File: src/rtl/pwr_seq_ctrl.sv
// rtl/pwr_seq_ctrl.sv - power-domain sequencer for one switchable logic domain
//
// Watches domain activity and, after IDLE_CYCLES idle cycles, walks the domain
// through clock gating, isolation, (optional) retention save and power-switch
// off. A wake request reverses the sequence after the power-switch handshake.
//
// Optional feature macro: RETENTION_EN (adds the SAVE and RESTORE states and
// drives ret_save_o / ret_restore_o; when undefined both strobes are tied 0).
//
// Ports:
//   clk_i          always-on clock
//   reset_i        synchronous active-high reset
//   busy_i         domain activity, 1 = keep powered and clocked
//   wake_req_i     external wake request (level)
//   pwr_ack_i      power-switch status, 1 = rail good
//   clk_en_o       domain clock-gate enable
//   iso_en_o       isolation clamp enable
//   ret_save_o     retention save strobe (one cycle)
//   ret_restore_o  retention restore strobe (one cycle)
//   pwr_on_o       power-switch request
//   sleeping_o     domain fully off (OFF with pwr_ack_i=0 observed)
//   state_o        current state encoding

module pwr_seq_ctrl #(
   parameter int IDLE_CYCLES   = 16,
   parameter int SETTLE_CYCLES = 4
) (
   input  logic       clk_i,
   input  logic       reset_i,
   input  logic       busy_i,
   input  logic       wake_req_i,
   input  logic       pwr_ack_i,
   output logic       clk_en_o,
   output logic       iso_en_o,
   output logic       ret_save_o,
   output logic       ret_restore_o,
   output logic       pwr_on_o,
   output logic       sleeping_o,
   output logic [2:0] state_o
);

   typedef enum logic [2:0] {
      ST_ACTIVE  = 3'd0,
      ST_GATE    = 3'd1,
      ST_ISO     = 3'd2,
      ST_SAVE    = 3'd3,
      ST_OFF     = 3'd4,
      ST_ON      = 3'd5,
      ST_RESTORE = 3'd6,
      ST_UNISO   = 3'd7
   } state_e;

   localparam int CNT_MAX = (IDLE_CYCLES > SETTLE_CYCLES) ? IDLE_CYCLES : SETTLE_CYCLES;
   localparam int CW      = $clog2(CNT_MAX + 1);
   localparam logic [CW-1:0] IDLE_LAST   = CW'(IDLE_CYCLES - 1);
   localparam logic [CW-1:0] SETTLE_LAST = CW'(SETTLE_CYCLES - 1);

   state_e        state_q, state_d;
   logic [CW-1:0] idle_cnt_q, idle_cnt_d;
   logic [CW-1:0] settle_cnt_q, settle_cnt_d;
   logic          sleeping_q, sleeping_d;
   logic          clk_en_q, iso_en_q, pwr_on_q, ret_save_q, ret_restore_q;
   logic          activity;
   logic          settle_done;

   assign activity    = busy_i | wake_req_i;
   assign settle_done = (settle_cnt_q == SETTLE_LAST);

   always_comb begin
      state_d    = state_q;
      idle_cnt_d = '0;
      case (state_q)
         ST_ACTIVE: begin
            // The edge sampling the last required idle cycle enters GATE;
            // the counter saturates rather than wrapping.
            if (activity)                    idle_cnt_d = '0;
            else if (idle_cnt_q >= IDLE_LAST) state_d    = ST_GATE;
            else                             idle_cnt_d = idle_cnt_q + 1'b1;
         end
         ST_GATE: begin
            if (activity)         state_d = ST_ACTIVE;
            else if (settle_done) state_d = ST_ISO;
         end
         ST_ISO: begin
            // Abort goes through UNISO only: nothing was saved yet.
            if (activity)         state_d = ST_UNISO;
`ifdef RETENTION_EN
            else if (settle_done) state_d = ST_SAVE;
`else
            else if (settle_done) state_d = ST_OFF;
`endif
         end
`ifdef RETENTION_EN
         ST_SAVE:    state_d = ST_OFF;
         ST_RESTORE: state_d = ST_UNISO;
`endif
         ST_OFF: begin
            // Hold off a wake until the rail is seen low so the switch
            // never gets a short off pulse.
            if (activity && !pwr_ack_i) state_d = ST_ON;
         end
         ST_ON: begin
`ifdef RETENTION_EN
            if (pwr_ack_i) state_d = ST_RESTORE;
`else
            if (pwr_ack_i) state_d = ST_UNISO;
`endif
         end
         ST_UNISO: begin
            if (settle_done) state_d = ST_ACTIVE;
         end
         default: state_d = ST_ACTIVE;
      endcase

      // Settle counter restarts on every state entry.
      if (state_d != state_q)  settle_cnt_d = '0;
      else if (settle_done)    settle_cnt_d = settle_cnt_q;
      else                     settle_cnt_d = settle_cnt_q + 1'b1;

      sleeping_d = (state_q == ST_OFF) && (state_d == ST_OFF) && !pwr_ack_i;
   end

   // Outputs are decoded from the next state so they change on the same
   // edge as state_q and come straight from flops.
   always_ff @(posedge clk_i) begin
      if (reset_i) begin
         state_q       <= ST_ACTIVE;
         idle_cnt_q    <= '0;
         settle_cnt_q  <= '0;
         sleeping_q    <= 1'b0;
         clk_en_q      <= 1'b1;
         iso_en_q      <= 1'b0;
         pwr_on_q      <= 1'b1;
         ret_save_q    <= 1'b0;
         ret_restore_q <= 1'b0;
      end else begin
         state_q       <= state_d;
         idle_cnt_q    <= idle_cnt_d;
         settle_cnt_q  <= settle_cnt_d;
         sleeping_q    <= sleeping_d;
         clk_en_q      <= (state_d == ST_ACTIVE);
         iso_en_q      <= (state_d == ST_ISO) || (state_d == ST_SAVE) || (state_d == ST_OFF) ||
                          (state_d == ST_ON)  || (state_d == ST_RESTORE);
         pwr_on_q      <= (state_d != ST_OFF);
         ret_save_q    <= (state_d == ST_SAVE);
         ret_restore_q <= (state_d == ST_RESTORE);
      end
   end

   assign clk_en_o   = clk_en_q;
   assign iso_en_o   = iso_en_q;
   assign pwr_on_o   = pwr_on_q;
   assign sleeping_o = sleeping_q;
   assign state_o    = state_q;
`ifdef RETENTION_EN
   assign ret_save_o    = ret_save_q;
   assign ret_restore_o = ret_restore_q;
`else
   assign ret_save_o    = 1'b0;
   assign ret_restore_o = 1'b0;
   logic unused_ret;
   assign unused_ret = ret_save_q ^ ret_restore_q;
`endif

endmodule

File: config.mk
export PLATFORM = sky130hd
export DESIGN_NAME = pwr_seq_ctrl
export DESIGN_NICKNAME = d
export VERILOG_FILES = /design/src/rtl/pwr_seq_ctrl.sv
export SDC_FILE = /design/constraint.sdc
export NUM_CORES = 1
export LEC_CHECK = 0
export CELL_PAD_IN_SITES_DETAIL_PLACEMENT = 1
export CELL_PAD_IN_SITES_GLOBAL_PLACEMENT = 2
export CORE_ASPECT_RATIO = 0.7
export CORE_MARGIN = 5
export CORE_UTILIZATION = 28
export CTS_CLUSTER_DIAMETER = 60
export DETAILED_ROUTE_END_ITERATION = 10
export HOLD_SLACK_MARGIN = 0.12
export PLACE_DENSITY_LB_ADDON = 0.12
export SKIP_LAST_GASP = 1
export SLEW_MARGIN = 20
export SYNTH_ARGS = -nofsm -noshare
export SYNTH_HDL_FRONTEND = slang
export SYNTH_SLANG_ARGS = --single-unit
export TNS_END_PERCENT = 20
File: constraint.sdc
create_clock -name clk_i -period 1.9 [get_ports clk_i]
set_input_delay 0.38 -clock clk_i [delete_from_list [all_inputs] [get_ports clk_i]]
set_output_delay 0.38 -clock clk_i [all_outputs]
set_load 0.01 [all_outputs]
==> Yosys cells after proc, flatten, opt, wreduce, memory -nomap -nowiden <==
Cells that the tools add are included.
{ "totals": {"elab_cells": 47, "output_inout_bits": 9, "inputBits": 5, "regBits": 17} }
{ "classes": {"bitwise": 2, "n_eq_ne": 13, "order_cmp": 1, "muxes": 10, "reduce_logical": 12, "add_sub_neg": 2} }
{ "ops": {"columns": ["operator", "count"], "rows": [
  ["3-bit 2-to-1 mux", 9],
  ["3-bit == test, second input constant", 6],
  ["3-bit one-hot mux with 6 select lines", 1],
  ["5-bit by 1-bit adder with 5-bit output, second input constant", 2],
  ["3-bit by 2-bit == test with 1-bit output, second input constant", 3],
  ["3-bit zero test", 2],
  ["5-bit by 2-bit == test with 1-bit output, second input constant", 1],
  ["5-bit by 4-bit >= comparator with 1-bit output, second input constant", 1],
  ["1-bit logical OR", 4],
  ["4-bit OR reduction", 1],
  ["3-bit by 1-bit == test with 1-bit output, second input constant", 1],
  ["1-bit logical AND", 3],
  ["3-bit inequality test", 1],
  ["3-bit inequality test, second input constant", 1],
  ["2-bit OR reduction", 1],
  ["1-bit zero test", 1],
  ["1-bit inverter", 1],
  ["1-bit bitwise OR", 1]
]} }

==> Logic depth before layout (Yosys ltp) <==
Gate-level depths: netlist of the first run.
{ "depth": {"word_depth": 9, "mapped_depth": 7, "depth_no_buf": 7} }

==> Worst setup path after synthesis of the first run <==
Ideal clock, no wire load.
{ "synth_timing": {"path_type": "reg2reg", "from": "register idle_cnt_q[0]", "to": "register pwr_on_q, in the netlist pwr_on_o", "stages_incl_launch_ff": 8, "path_buffers": 0, "period_less_slack_ns": 1.857, "t_arrival_ns": 1.733, "setup_time_ns": 0.124, "required_ns": 1.776, "slack_ns": 0.043, "path_cell_list": "dfxtp_1 ha_1 and3_1 ha_1 nor2_1 a211oi_1 or3_1 a2111o_1"} }
{ "synth_between": {"elab_chain_cells": 5} }
{ "synth_rtl": {"columns": ["element", "line_no", "text"], "rows": [
  ["start, declared", "59", "logic [CW-1:0] idle_cnt_q, idle_cnt_d;"],
  ["start signal, assigned", "138", "idle_cnt_q <= idle_cnt_d;"],
  ["5-bit by 4-bit >= comparator with 1-bit output", "77", "else if (idle_cnt_q >= IDLE_LAST) state_d = ST_GATE;"],
  ["3-bit 2-to-1 mux", "77", null],
  ["3-bit 2-to-1 mux", "76", "if (activity) idle_cnt_d = '0;"],
  ["3-bit one-hot mux with 6 select lines", "72", "case (state_q)"],
  ["3-bit inequality test", "144", "pwr_on_q <= (state_d != ST_OFF);"],
  ["end signal, assigned", "144", null],
  ["end, declared", "62", "logic clk_en_q, iso_en_q, pwr_on_q, ret_save_q, ret_restore_q;"]
]} }
No other way between the ends.
A chain may end at the register's enable or synchronous reset.

==> Final worst setup path of the first run <==
{ "layout_timing": {"from": "input busy_i", "to": "register settle_cnt_q[0]"} }
{ "layout_between": {"elab_chain_cells": 6, "word_cells_on_any_way": 9, "classes_between": "eq/ne: 1; mux: 5; bitwise: 1; reduce/logical: 2"} }
{ "layout_rtl": {"columns": ["element", "line_no", "text"], "rows": [
  ["start, declared", "30", "input logic busy_i,"],
  ["1-bit bitwise OR *", "66", "assign activity = busy_i | wake_req_i;"],
  ["1-bit logical AND", "100", "if (activity && !pwr_ack_i) state_d = ST_ON;"],
  ["3-bit 2-to-1 mux", "100", null],
  ["3-bit one-hot mux with 6 select lines *", "72", null],
  ["3-bit inequality test *", "116", "if (state_d != state_q) settle_cnt_d = '0;"],
  ["2-bit OR reduction (no source line) *", null, null],
  ["end signal, assigned", "139", "settle_cnt_q <= settle_cnt_d;"],
  ["end, declared", "60", "logic [CW-1:0] settle_cnt_q, settle_cnt_d;"]
]} }
Mark *: on every way between the ends. The rest lies on a longest branch, timed or not.

==> results by group, run 1 <==
Floorplan
  • Height of the die: 57.5 um
  • Row count: 17
  • # IOs: 14
  • Die ar.: 0.00448 sq mm
  • Initial core utilization: 0.289
  • CORE AREA: 0.00313 sq mm
  • DIE WIDTH: 77.9 um

STA
  • Clk_skew: 3.10 ps
  • Final setup fails: 0
  • Fin. max-slew vios: 0
  • Final Hold Viols: 0
  • Max Clock Freq: 527 MHz
  • RSZ-0062 raised after global routing: true
  • Min Tclk post-route: 1900 ps
  • Fin Hold WS: 527 ps
  • Period Utilization, post-route: 0.999

Clock network
  • Hold_buf cts: 0
  • Clk_lat worst skew: 260 ps
  • CTS buffer count: 3
  • Max clock buf depth: 2
  • TritonCTS clock tree: built
  • Clock sink count: 17
  • Root Driver: clkbuf_8
  • Clk slew on worst S/H paths: 70 ps
  • # H-tree levels: 1

Critical path
  • Startpoint types: input pin
  • Required time of the critical path: 2070 ps
  • CP arrival: 2070 ps
  • Max stage delay on crit path: 440 ps
  • Crit path max-delay cell type: clkdlybuf4s50_1
  • WS Path Type: input pin to flop
  • Critical Path, Cell by Cell: clkdlybuf4s50_1 > or2_2 > buf_4 > a21boi_0 > o21ai_2 > nor4_4
  • WP buf/inv: 2
  • CP Max Fanout: 5
  • Crit path max-delay family: simple AND/OR/NAND/NOR gates
  • Crit end category: flop

Pwr
  • Final Power: 799 uW
  • Leak: 0.000491 uW
  • Peak supply drop: 0.000321 V
  • Power Dens Cells: 580 mW/mm^2

Synthesis
  • Sequential share of the synthesized area: 0.377
  • Avg Cell Area, Syn: 8.94 sq um
  • Synthesized flop and latch total: 17
  • Post-synth ARST share: 0
  • Post-synthesis cell count: 101
  • Top FF cell, synth: dfxtp_1
  • Post-Syn Area: 903 sq um
  • YS warnings: 0
  • Post-synth EDFFs: 0
  • Netlist cell types: 40

Routing
  • Via density: 5.30
  • Average wire per standard cell: 16.7 um
  • DR pass1 iterations: 4
  • WL final: 2.89 mm
  • # DRC: 0
  • 1st-iter DRT viols: 37
  • Via count: 917
  • Post-route antenna net violation count: 0

Global routing
  • Antenna violations before repair: 0
  • GRT Util Overall: 0.140
  • Number of global-route vias before repair: 928
  • First-pass GRT wire length: 4.89 mm
  • Grt ovf: 0
  • Largest net degree at the start of global routing: 16

Finish
  • Fillers: 356
  • Final net count: 144
  • Ant. Diodes: 0
  • Area Overhead vs Synth: 52.4%
  • Layout cells sized above 1: 0.415

Placement
  • RePlAce Congestion: 0.769
  • IO buf count: 11
  • Detailed placement HPWL: 2.24 mm

Worst hold path
  • HP Class: flop to flop

Run status
  • Status: finished, final reports clean

Job
  • Number of max-cap violations: 0
## cell type report
class | count | area [sq um] | area share
inverter | 3 | 11.3 | 0.00818
multi-input combinational | 76 | 631 | 0.458
clock buffer | 4 | 45.0 | 0.0327
tap | 38 | 47.5 | 0.0345
timing repair buffer | 35 | 297 | 0.215
sequential | 17 | 345 | 0.251
## synthesized netlist by cell type (all sizes together) (2+ instances only)
master | number | area share
a2111o | 2 | 0.025
a21o | 2 | 0.018
a21oi | 5 | 0.032
a31oi | 3 | 0.021
buf | 3 | 0.022
clkbuf | 3 | 0.012
dfxtp | 17 | 0.38
ha | 3 | 0.042
inv | 3 | 0.012
nand2 | 4 | 0.017
nand3 | 4 | 0.022
nor2 | 11 | 0.046
nor3 | 3 | 0.017
nor4 | 7 | 0.048
o21ai | 4 | 0.022
or3 | 2 | 0.014
or3b | 2 | 0.019
or4 | 2 | 0.025
xnor2 | 2 | 0.019
xor2 | 2 | 0.019
## final timing paths
path / from / endpoint / slack [ps] / cells past startpoint
setup reg to reg: idle_cnt_q[0] / pwr_on_o / 10 / 8
hold / removal: idle_cnt_q[3] / idle_cnt_q[3] / 530 / 2
setup / recovery: busy_i / settle_cnt_q[0] / 1 / 6
hold reg to reg: idle_cnt_q[3] / idle_cnt_q[3] / 530 / 2
## layer usage
| layer | up-vias | GRT usage | wire length (um) |
|---|---|---|---|
| li1 | 443 | - | - |
| met1 | 436 | 0.215 | 1540 |
| met2 | 34 | 0.188 | 1130 |
| met3 | 4 | 0.0394 | 189 |
| met4 | 0 | 0.0361 | 34 |
| met5 | - | 0 | 0 |
## power by group
group	switching [uW]	leakage, uW	internal [uW]
registers	13.3	0.000139	370
clock network	134	0.0000228	149
logic	59.4	0.000329	73.4
## cell usage in the layout, fill, tap and decap left out, types with 4 or more instances in the layout
cell             count
a21oi_1              4
buf_4               23
clkdlybuf4s50_1     10
dfxtp_1             13
dfxtp_2              4
nand2_1              4
nand3_1              4
nor2_1               9
nor4_2               4
## metrics by stage
stage                     setup TNS, ps  cell area (sq um)  setup WS, ps  utilization  instances
after detailed placement          -3260               1210          -307        0.388        169
final                                 0               1380          1.48        0.440        173
after CTS                          -294               1330         -67.5        0.425        174
after global routing               -518               1380         -95.0        0.440        173
after floorplan                       0                907          43.0            -        102
after global placement            -2570               1210          -287        0.388        169
## kinds of logic after synthesis
| logic type | share of synthesized area |
|---|---|
| simple gates | 0.284 |
| compound gates | 0.184 |
| flops | 0.377 |
| buf+inv | 0.0471 |
| xor+xnor | 0.0388 |
| fa+ha+maj | 0.0416 |
| mux | 0.0235 |
| other cells | 0.00415 |
## timing repair
action                     CTS  global route
setup endpoints to repair    8             8
pin swaps                    7            11
gates resized for setup     14            12
buffers inserted             1             0
## worst reg2reg max path, stage by stage (launching register included)
cell      delay (ps)
dfxtp_2          340
ha_4             160
and3_4           150
ha_4             160
nor2_4           110
a211oi_2         100
buf_4            150
or3_4            320
a2111o_1         300
## registers in the layout, summed over array words and instances (netlist names)
register,count
sleeping_o,1
settle_cnt_q,5
clk_en_o,1
idle_cnt_q,5
state_o,3
iso_en_o,1
pwr_on_o,1
(Power assumes the default switching activity.)
==> run 2, diff against run 1 <==
- SLEW_MARGIN: 20 -> default
==> results of run 2 <==
Same layout as run 1: the final DEF is identical, and so are final timing and power.
